--- config.mk ---
export PLATFORM = sky130hd
export DESIGN_NAME = attopu_seq_flat
export DESIGN_NICKNAME = d
export VERILOG_FILES = /design/src/rtl/attopu_seq_if.sv /design/src/rtl/attopu_seq.sv /design/src/flat_wrapper.sv
export SDC_FILE = /design/constraint.sdc
export NUM_CORES = 1
export LEC_CHECK = 0
export ABC_AREA = 1
export CAP_MARGIN = 40
export CORE_MARGIN = 4
export CORE_UTILIZATION = 42
export CTS_BUF_LIST = sky130_fd_sc_hd__clkbuf_16
export DETAILED_ROUTE_END_ITERATION = 10
export PLACE_DENSITY = 0.87
export RECOVER_POWER = 25
export SETUP_SLACK_MARGIN = 0.02
export SLEW_MARGIN = 20
export SYNTH_ARGS = -nofsm -noshare
export SYNTH_HDL_FRONTEND = slang
export SYNTH_SLANG_ARGS = --single-unit
--- constraint.sdc ---
create_clock -name clk -period 4.83 [get_ports clk]
set_clock_uncertainty 0.2 [all_clocks]
set_input_delay 1.449 -clock clk [delete_from_list [all_inputs] [get_ports clk]]
set_output_delay 1.449 -clock clk [all_outputs]
set_load 0.02 [all_outputs]
--- src/rtl/attopu_seq_if.sv ---
// attopu_seq_if: unified-memory bus plus external requester port of the attopu sequencer
interface attopu_seq_if;
  logic [15:0] mem_addr;
  logic [15:0] mem_wdata;
  logic [15:0] mem_rdata;
  logic        mem_we;
  logic        ext_req;
  logic        ext_we;
  logic [15:0] ext_addr;
  logic [15:0] ext_wdata;
  logic        ext_gnt;
  logic        ext_rvalid;
  modport master (
    output mem_addr, mem_wdata, mem_we, ext_gnt, ext_rvalid,
    input  mem_rdata, ext_req, ext_we, ext_addr, ext_wdata
  );
  modport slave (
    input  mem_addr, mem_wdata, mem_we, ext_gnt, ext_rvalid,
    output mem_rdata, ext_req, ext_we, ext_addr, ext_wdata
  );
endinterface

--- src/rtl/attopu_seq.sv ---
// attopu_seq: multi-cycle fetch/execute sequencer with memory arbitration; external port enabled by ATTOPU_EXT_PORT_EN
module attopu_seq #(
  parameter logic [15:0] RESET_PC = 16'h0000
) (
  input  logic         clk,
  input  logic         rst_n,
  input  logic         run,
  output logic         halted,
  output logic [15:0]  pc,
  output logic [15:0]  ir,
  input  logic         zFlag,
  input  logic [1:0]   dec_nextPCSel,
  input  logic [15:0]  dec_addr,
  input  logic         dec_regFileWE,
  input  logic         dec_memWE,
  input  logic         dec_dAddrSel,
  input  logic         dec_regDataInSource,
  input  logic [15:0]  reg_data1,
  input  logic [15:0]  reg_data2,
  output logic         regfile_we,
  attopu_seq_if.master bus
);
`ifdef ATTOPU_EXT_PORT_EN
  typedef enum logic [2:0] {S_IDLE, S_FETCH, S_FETCH_WAIT, S_EXEC, S_LD_WAIT, S_EXT} state_t;
  logic ext_turn_q, ext_turn_d, ext_rvalid_q, ext_rvalid_d;
`else
  typedef enum logic [2:0] {S_IDLE, S_FETCH, S_FETCH_WAIT, S_EXEC, S_LD_WAIT} state_t;
`endif
  state_t      state_q, state_d;
  logic [15:0] pc_q, pc_d, ir_q, ir_d;
  logic [15:0] d_addr;
  logic        unused_ok;
  assign d_addr = dec_dAddrSel ? reg_data1 : dec_addr;
  assign halted = state_q == S_IDLE;
  assign pc = pc_q;
  assign ir = ir_q;
  // State, PC and instruction register
  always_ff @(posedge clk or negedge rst_n) begin
    if (!rst_n) begin
      state_q <= S_IDLE;
      pc_q <= RESET_PC;
      ir_q <= 16'h0000;
    end else begin
      state_q <= state_d;
      pc_q <= pc_d;
      ir_q <= ir_d;
    end
  end
  // Next state; PC commits in EXEC, IR loads one cycle after the fetch address
  always_comb begin
    state_d = state_q;
    pc_d = pc_q;
    ir_d = ir_q;
    case (state_q)
`ifdef ATTOPU_EXT_PORT_EN
      S_IDLE: state_d = bus.ext_req ? S_EXT : run ? S_FETCH : S_IDLE;
      S_FETCH: state_d = (bus.ext_req && ext_turn_q) ? S_EXT : !run ? S_IDLE : S_FETCH_WAIT;
      S_EXT: state_d = run ? S_FETCH : S_IDLE;
`else
      S_IDLE: state_d = run ? S_FETCH : S_IDLE;
      S_FETCH: state_d = run ? S_FETCH_WAIT : S_IDLE;
`endif
      S_FETCH_WAIT: begin
        ir_d = bus.mem_rdata;
        state_d = S_EXEC;
      end
      S_EXEC: begin
        pc_d = dec_nextPCSel[1] ? reg_data1 : dec_nextPCSel[0] ? pc_q + dec_addr : pc_q + 16'd1;
        state_d = dec_regDataInSource ? S_LD_WAIT : S_FETCH;
      end
      S_LD_WAIT: state_d = S_FETCH;
      default: state_d = S_IDLE;
    endcase
  end
  // Strobes and memory-bus mux; the fetch address is only driven when the fetch really proceeds
  always_comb begin
    regfile_we = 1'b0;
    bus.mem_we = 1'b0;
    bus.mem_addr = 16'h0000;
    bus.mem_wdata = 16'h0000;
    bus.ext_gnt = 1'b0;
    case (state_q)
      S_FETCH: bus.mem_addr = (state_d == S_FETCH_WAIT) ? pc_q : 16'h0000;
      S_EXEC: begin
        regfile_we = dec_regFileWE & ~dec_regDataInSource;
        bus.mem_we = dec_memWE;
        bus.mem_addr = (dec_memWE | dec_regDataInSource) ? d_addr : 16'h0000;
        bus.mem_wdata = dec_memWE ? reg_data2 : 16'h0000;
      end
      S_LD_WAIT: regfile_we = 1'b1;
`ifdef ATTOPU_EXT_PORT_EN
      S_EXT: begin
        bus.ext_gnt = 1'b1;
        bus.mem_we = bus.ext_we;
        bus.mem_addr = bus.ext_addr;
        bus.mem_wdata = bus.ext_wdata;
      end
`endif
      default: ;
    endcase
  end
`ifdef ATTOPU_EXT_PORT_EN
  // Turn returns to the external port after each completed instruction; read-valid trails a read grant
  always_comb begin
    ext_turn_d = (state_q == S_EXEC || state_q == S_LD_WAIT) ? 1'b1 : (state_q == S_EXT) ? 1'b0 : ext_turn_q;
    ext_rvalid_d = (state_q == S_EXT) & ~bus.ext_we;
  end
  // Arbitration registers
  always_ff @(posedge clk or negedge rst_n) begin
    if (!rst_n) begin
      ext_turn_q <= 1'b1;
      ext_rvalid_q <= 1'b0;
    end else begin
      ext_turn_q <= ext_turn_d;
      ext_rvalid_q <= ext_rvalid_d;
    end
  end
  assign bus.ext_rvalid = ext_rvalid_q;
  assign unused_ok = zFlag;
`else
  assign bus.ext_rvalid = 1'b0;
  assign unused_ok = ^{zFlag, bus.ext_req, bus.ext_we, bus.ext_addr, bus.ext_wdata};
`endif
endmodule
--- src/flat_wrapper.sv ---
// flat-port wrapper written by rule: the top's interface ports become plain ports
module attopu_seq_flat 
#(
  parameter logic [15:0] RESET_PC = 16'h0000
)
  (clk, rst_n, run, halted, pc, ir, zFlag, dec_nextPCSel, dec_addr, dec_regFileWE, dec_memWE, dec_dAddrSel, dec_regDataInSource, reg_data1, reg_data2, regfile_we, bus_mem_addr, bus_mem_wdata, bus_mem_we, bus_ext_gnt, bus_ext_rvalid, bus_mem_rdata, bus_ext_req, bus_ext_we, bus_ext_addr, bus_ext_wdata);
  attopu_seq_if bus_i ();
  input  logic clk;
  input  logic rst_n;
  input  logic run;
  output logic halted;
  output logic [15:0] pc;
  output logic [15:0] ir;
  input  logic zFlag;
  input  logic [1:0] dec_nextPCSel;
  input  logic [15:0] dec_addr;
  input  logic dec_regFileWE;
  input  logic dec_memWE;
  input  logic dec_dAddrSel;
  input  logic dec_regDataInSource;
  input  logic [15:0] reg_data1;
  input  logic [15:0] reg_data2;
  output logic regfile_we;
  output wire logic [$bits(bus_i.mem_addr)-1:0] bus_mem_addr;
  output wire logic [$bits(bus_i.mem_wdata)-1:0] bus_mem_wdata;
  output wire logic [$bits(bus_i.mem_we)-1:0] bus_mem_we;
  output wire logic [$bits(bus_i.ext_gnt)-1:0] bus_ext_gnt;
  output wire logic [$bits(bus_i.ext_rvalid)-1:0] bus_ext_rvalid;
  input wire logic [$bits(bus_i.mem_rdata)-1:0] bus_mem_rdata;
  input wire logic [$bits(bus_i.ext_req)-1:0] bus_ext_req;
  input wire logic [$bits(bus_i.ext_we)-1:0] bus_ext_we;
  input wire logic [$bits(bus_i.ext_addr)-1:0] bus_ext_addr;
  input wire logic [$bits(bus_i.ext_wdata)-1:0] bus_ext_wdata;
  assign bus_mem_addr = bus_i.mem_addr;
  assign bus_mem_wdata = bus_i.mem_wdata;
  assign bus_mem_we = bus_i.mem_we;
  assign bus_ext_gnt = bus_i.ext_gnt;
  assign bus_ext_rvalid = bus_i.ext_rvalid;
  assign bus_i.mem_rdata = bus_mem_rdata;
  assign bus_i.ext_req = bus_ext_req;
  assign bus_i.ext_we = bus_ext_we;
  assign bus_i.ext_addr = bus_ext_addr;
  assign bus_i.ext_wdata = bus_ext_wdata;
  attopu_seq #(.RESET_PC(RESET_PC)) u_core (.clk(clk), .rst_n(rst_n), .run(run), .halted(halted), .pc(pc), .ir(ir), .zFlag(zFlag), .dec_nextPCSel(dec_nextPCSel), .dec_addr(dec_addr), .dec_regFileWE(dec_regFileWE), .dec_memWE(dec_memWE), .dec_dAddrSel(dec_dAddrSel), .dec_regDataInSource(dec_regDataInSource), .reg_data1(reg_data1), .reg_data2(reg_data2), .regfile_we(regfile_we), .bus(bus_i));
endmodule
==> impl_results.rst <==
.. list-table::
   :header-rows: 1

   * - Metric
     - Value
   * - Total Die Area
     - 8910 sq um
   * - Worst Path Arrival
     - 3.10 ns
   * - Area taken by multi-input logic gates
     - 1870 sq um
   * - Ratio of cells with drive above 1 in the final layout
     - 0.0903
   * - Net switching fraction of the power
     - 0.462
   * - Maximum number of pins on one net before global-route repair
     - 31
   * - Tightest slew margin relative to the limit
     - 0.234
   * - Critical-path top delay cell
     - sky130_fd_sc_hd__clkdlybuf4s50_1
   * - Cell repeated most along the worst path
     - sky130_fd_sc_hd__clkdlybuf4s50_1
   * - Initial antenna violation count
     - 0
   * - Number of flops mapped to enable cells by yosys
     - 0
   * - Critical path required time
     - 3.18 ns
   * - Final worst path period share
     - 0.984
   * - Unrepaired setup endpoints after global routing
     - true
   * - Critical path peak fanout
     - 10
   * - Synth unique cells
     - 40
   * - Clock latency on the worst-skew pair
     - 0.28 ns
   * - Depth of the CTS H-tree
     - 2
   * - Sum of routed wire length over all layers
     - 10200 microns
   * - Via-per-instance ratio
     - 4.97
   * - Clock tree from TritonCTS
     - done
   * - Core Rows
     - 31
   * - Weighted congestion at the end of routability-driven global placement
     - 0.897
   * - Detailed placement HPWL
     - 8070 microns
   * - Fraction of synthesis flops using an asynchronous set or reset pin
     - 1.00
   * - Sw Pwr
     - 1210 uW
   * - Reg area
     - 876 sq um
   * - Fraction of power consumed by the clock network
     - 0.127
   * - Area growth, synth to finish
     - 54.2%
   * - Initial DRT Pass Iterations
     - 5
   * - FMAX
     - 210 MHz
   * - Relative contribution of combinational cells to total power
     - 0.656
   * - Internal Power
     - 1400 uW
   * - Type of the worst setup path
     - in -> out
   * - Final Setup Violations
     - 0
   * - Shortest clock period the worst path allows after layout
     - 4.75 ns
   * - Synth Warn #
     - 0
   * - Count of buffers inserted at the top-level ports
     - 139
   * - Critical Path End Type
     - output pin
   * - Num Clock Sinks
     - 35
   * - Leading cell type by number of instances after synthesis
     - sky130_fd_sc_hd__nand2_1
   * - Setup slack after placement
     - -0.0798 ns
   * - Vert. Die Dim
     - 94.4 microns
   * - Path category of the worst min-delay check
     - reg -> reg
   * - Final antenna diode count
     - 0
   * - Max-cap violations
     - 0
   * - Final hold violation count
     - 0
   * - Post-layout net count
     - 721
   * - Wirelength per Cell
     - 14.6 microns
   * - Cell type group with the largest total delay on the critical path
     - buffers and inverters
   * - Synth top area share
     - 0.280
   * - Maximum resistive drop on vdd
     - 0.000316 V
   * - Width of the chip
     - 94.4 microns
   * - Core area
     - 7250 sq um
   * - Vias post-DR
     - 3461
   * - Inserted Clock Buffers
     - 5
   * - Kind of start point of the critical path
     - primary input
   * - Cell Area, Synth
     - 3130 sq um
   * - CTS clk-pin slew, worst paths
     - 0.06 ns
   * - Leakage component of the power
     - 0.00253 uW
   * - Number of flip-flops and latches in the synthesized netlist
     - 35
   * - Slew Viols, Final
     - 0
   * - Avg Synthesized Cell Area
     - 6.86 sq um
   * - Accumulated negative setup slack
     - 0 ns
   * - Count of unresolved DRC violations after routing
     - 0
   * - Number of design-rule violations left by the first detailed-router iteration
     - 157
   * - Post-route cell area
     - 4830 sq um
   * - Cell Chain, Critical Path
     - clkdlybuf4s50_1 > inv_1 > nor2_4 > nor2_8 > buf_12 > o22ai_2 > clkdlybuf4s50_1
   * - Antenna Nets Post-Route
     - 0
   * - Outcome
     - completed
   * - Synthesized netlist cell count
     - 457
   * - Biggest area contributors in the synthesized netlist
     - sky130_fd_sc_hd__dfrtp_1, sky130_fd_sc_hd__nand2_1, sky130_fd_sc_hd__inv_1
   * - Primary FF master, synth
     - sky130_fd_sc_hd__dfrtp_1
   * - Number of fill cells in the layout
     - 652
   * - Buffer cell driving the clock tree root
     - sky130_fd_sc_hd__clkbuf_16
   * - Register area share after synthesis
     - 0.280
   * - Stage delay of the slowest cell on the critical path
     - 0.62 ns
   * - Global-route wire length before repair
     - 16600 microns
   * - Num ports
     - 177
   * - Pwr per Cell Area
     - 540 nW/um^2
   * - Vias in the first global route
     - 3519
   * - Worst-margin pin slew
     - 1.15 ns
   * - Initial cell density of the core
     - 0.432
   * - Post-synth top cells
     - sky130_fd_sc_hd__nand2_1, sky130_fd_sc_hd__inv_1, sky130_fd_sc_hd__nor2_1
   * - Dominant cell type by area after synthesis
     - sky130_fd_sc_hd__dfrtp_1
   * - Final worst setup slack
     - 0.0775 ns
   * - Maximum buffer depth of the clock tree
     - 2
   * - Count of buffering cells on the critical path with inverters included
     - 4
   * - Placement Cell Area
     - 4700 sq um
   * - Portion of total power attributed to sequential cells
     - 0.217
   * - Global router's overall resource usage
     - 0.234
   * - Total congestion overflow
     - 0
[placed cells by master (no fill, tap or decap), types with 3 or more instances in the layout]
cell type,instances
sky130_fd_sc_hd__nand3_1,21
sky130_fd_sc_hd__inv_1,77
sky130_fd_sc_hd__nor2_1,49
sky130_fd_sc_hd__nor3_1,4
sky130_fd_sc_hd__dlymetal6s2s_1,6
sky130_fd_sc_hd__clkbuf_16,5
sky130_fd_sc_hd__o22ai_2,10
sky130_fd_sc_hd__nand2_1,138
sky130_fd_sc_hd__o211ai_1,3
sky130_fd_sc_hd__o21ai_0,10
sky130_fd_sc_hd__dlygate4sd2_1,6
sky130_fd_sc_hd__mux2i_1,9
sky130_fd_sc_hd__dfrtp_1,35
sky130_fd_sc_hd__buf_4,5
sky130_fd_sc_hd__o22ai_1,5
sky130_fd_sc_hd__o32ai_2,3
sky130_fd_sc_hd__buf_12,3
sky130_fd_sc_hd__xor2_1,3
sky130_fd_sc_hd__mux2_2,15
sky130_fd_sc_hd__ha_1,15
sky130_fd_sc_hd__a21oi_1,21
sky130_fd_sc_hd__clkdlybuf4s50_1,126
[power by group through the flow]
| stage | Clock, uW | Combinational [uW] | Sequential [uW] |
|---|---|---|---|
| floorplan | 0 | 877 | 718 |
| global placement | 0 | 1680 | 556 |
| detailed placement | 0 | 1730 | 571 |
| CTS | 338 | 1730 | 569 |
| global route | 359 | 1870 | 593 |
| finish | 331 | 1710 | 566 |
[sequential cells by signal, indices dropped and copies added (netlist names)]
name	cells
u_core.pc	16
u_core.ir	16
u_core.state_q	3
[area by class of cell]
class	instances	area share
Clock buffer	5	0.0259
Clock inverter	3	0.00492
Inverter	81	0.0645
Multi-Input combinational cell	325	0.386
Sequential cell	35	0.181
Tap cell	99	0.0256
Timing Repair Buffer	149	0.312
[per-layer routing]
layer / track usage / routed length [microns] / vias up / part of all wire
met1: 0.263 / 3790 / 1611 / 0.37
met4: 0.0662 / 145 / 0 / 0.014
met5: 0 / 0 / - / 0
met3: 0.0757 / 824 / 12 / 0.081
li1: - / - / 1727 / -
met2: 0.422 / 5400 / 111 / 0.53
[path summary, 6_finish.rpt]
check,start,to,slack [ns],cells past startpoint
worst min-delay path,u_core.ir[1]$_DFFE_PN0P_,u_core.ir[1]$_DFFE_PN0P_,0.31,1
min in group asynchronous,rst_n,u_core.pc[3]$_DFFE_PN0P_,1.17,1
worst min register to register,u_core.ir[1]$_DFFE_PN0P_,u_core.ir[1]$_DFFE_PN0P_,0.31,1
worst max-delay path,dec_regDataInSource,bus_mem_addr[15],0.08,7
max in group asynchronous,rst_n,u_core.ir[12]$_DFFE_PN0P_,1.81,2
worst max register to register,u_core.pc[0]$_DFFE_PN0P_,u_core.pc[10]$_DFFE_PN0P_,2.74,11
[cell families after synthesis]
logic type	synth area share
mux	0.0863
flops	0.280
xor+xnor	0.0112
compound gates	0.131
buf+inv	0.126
fa+ha+maj	0.0663
simple gates	0.299
other cells	0.00120
[per-stage QoR]
stage          hold slack [ns]  utilization  cells  power [uW]
3_3_place_gp             0.272        0.644    688        2240
2_1_floorplan            0.363            -    458        1590
6_report                 0.310        0.666    697        2610
3_5_place_dp             0.297        0.647    689        2300
4_1_cts                  0.312        0.667    697        2630
5_1_grt                  0.336        0.666    697        2820
[repair_timing]
action / CTS / global route
buffers inserted: 0 / 0
gates resized for setup: 6 / 7
endpoints found under the setup margin: 6 / 10
hold buffers: 0 / 0
endpoints found under the hold margin: 0 / 0
No activity file was read; power rests on OpenSTA's default activity.
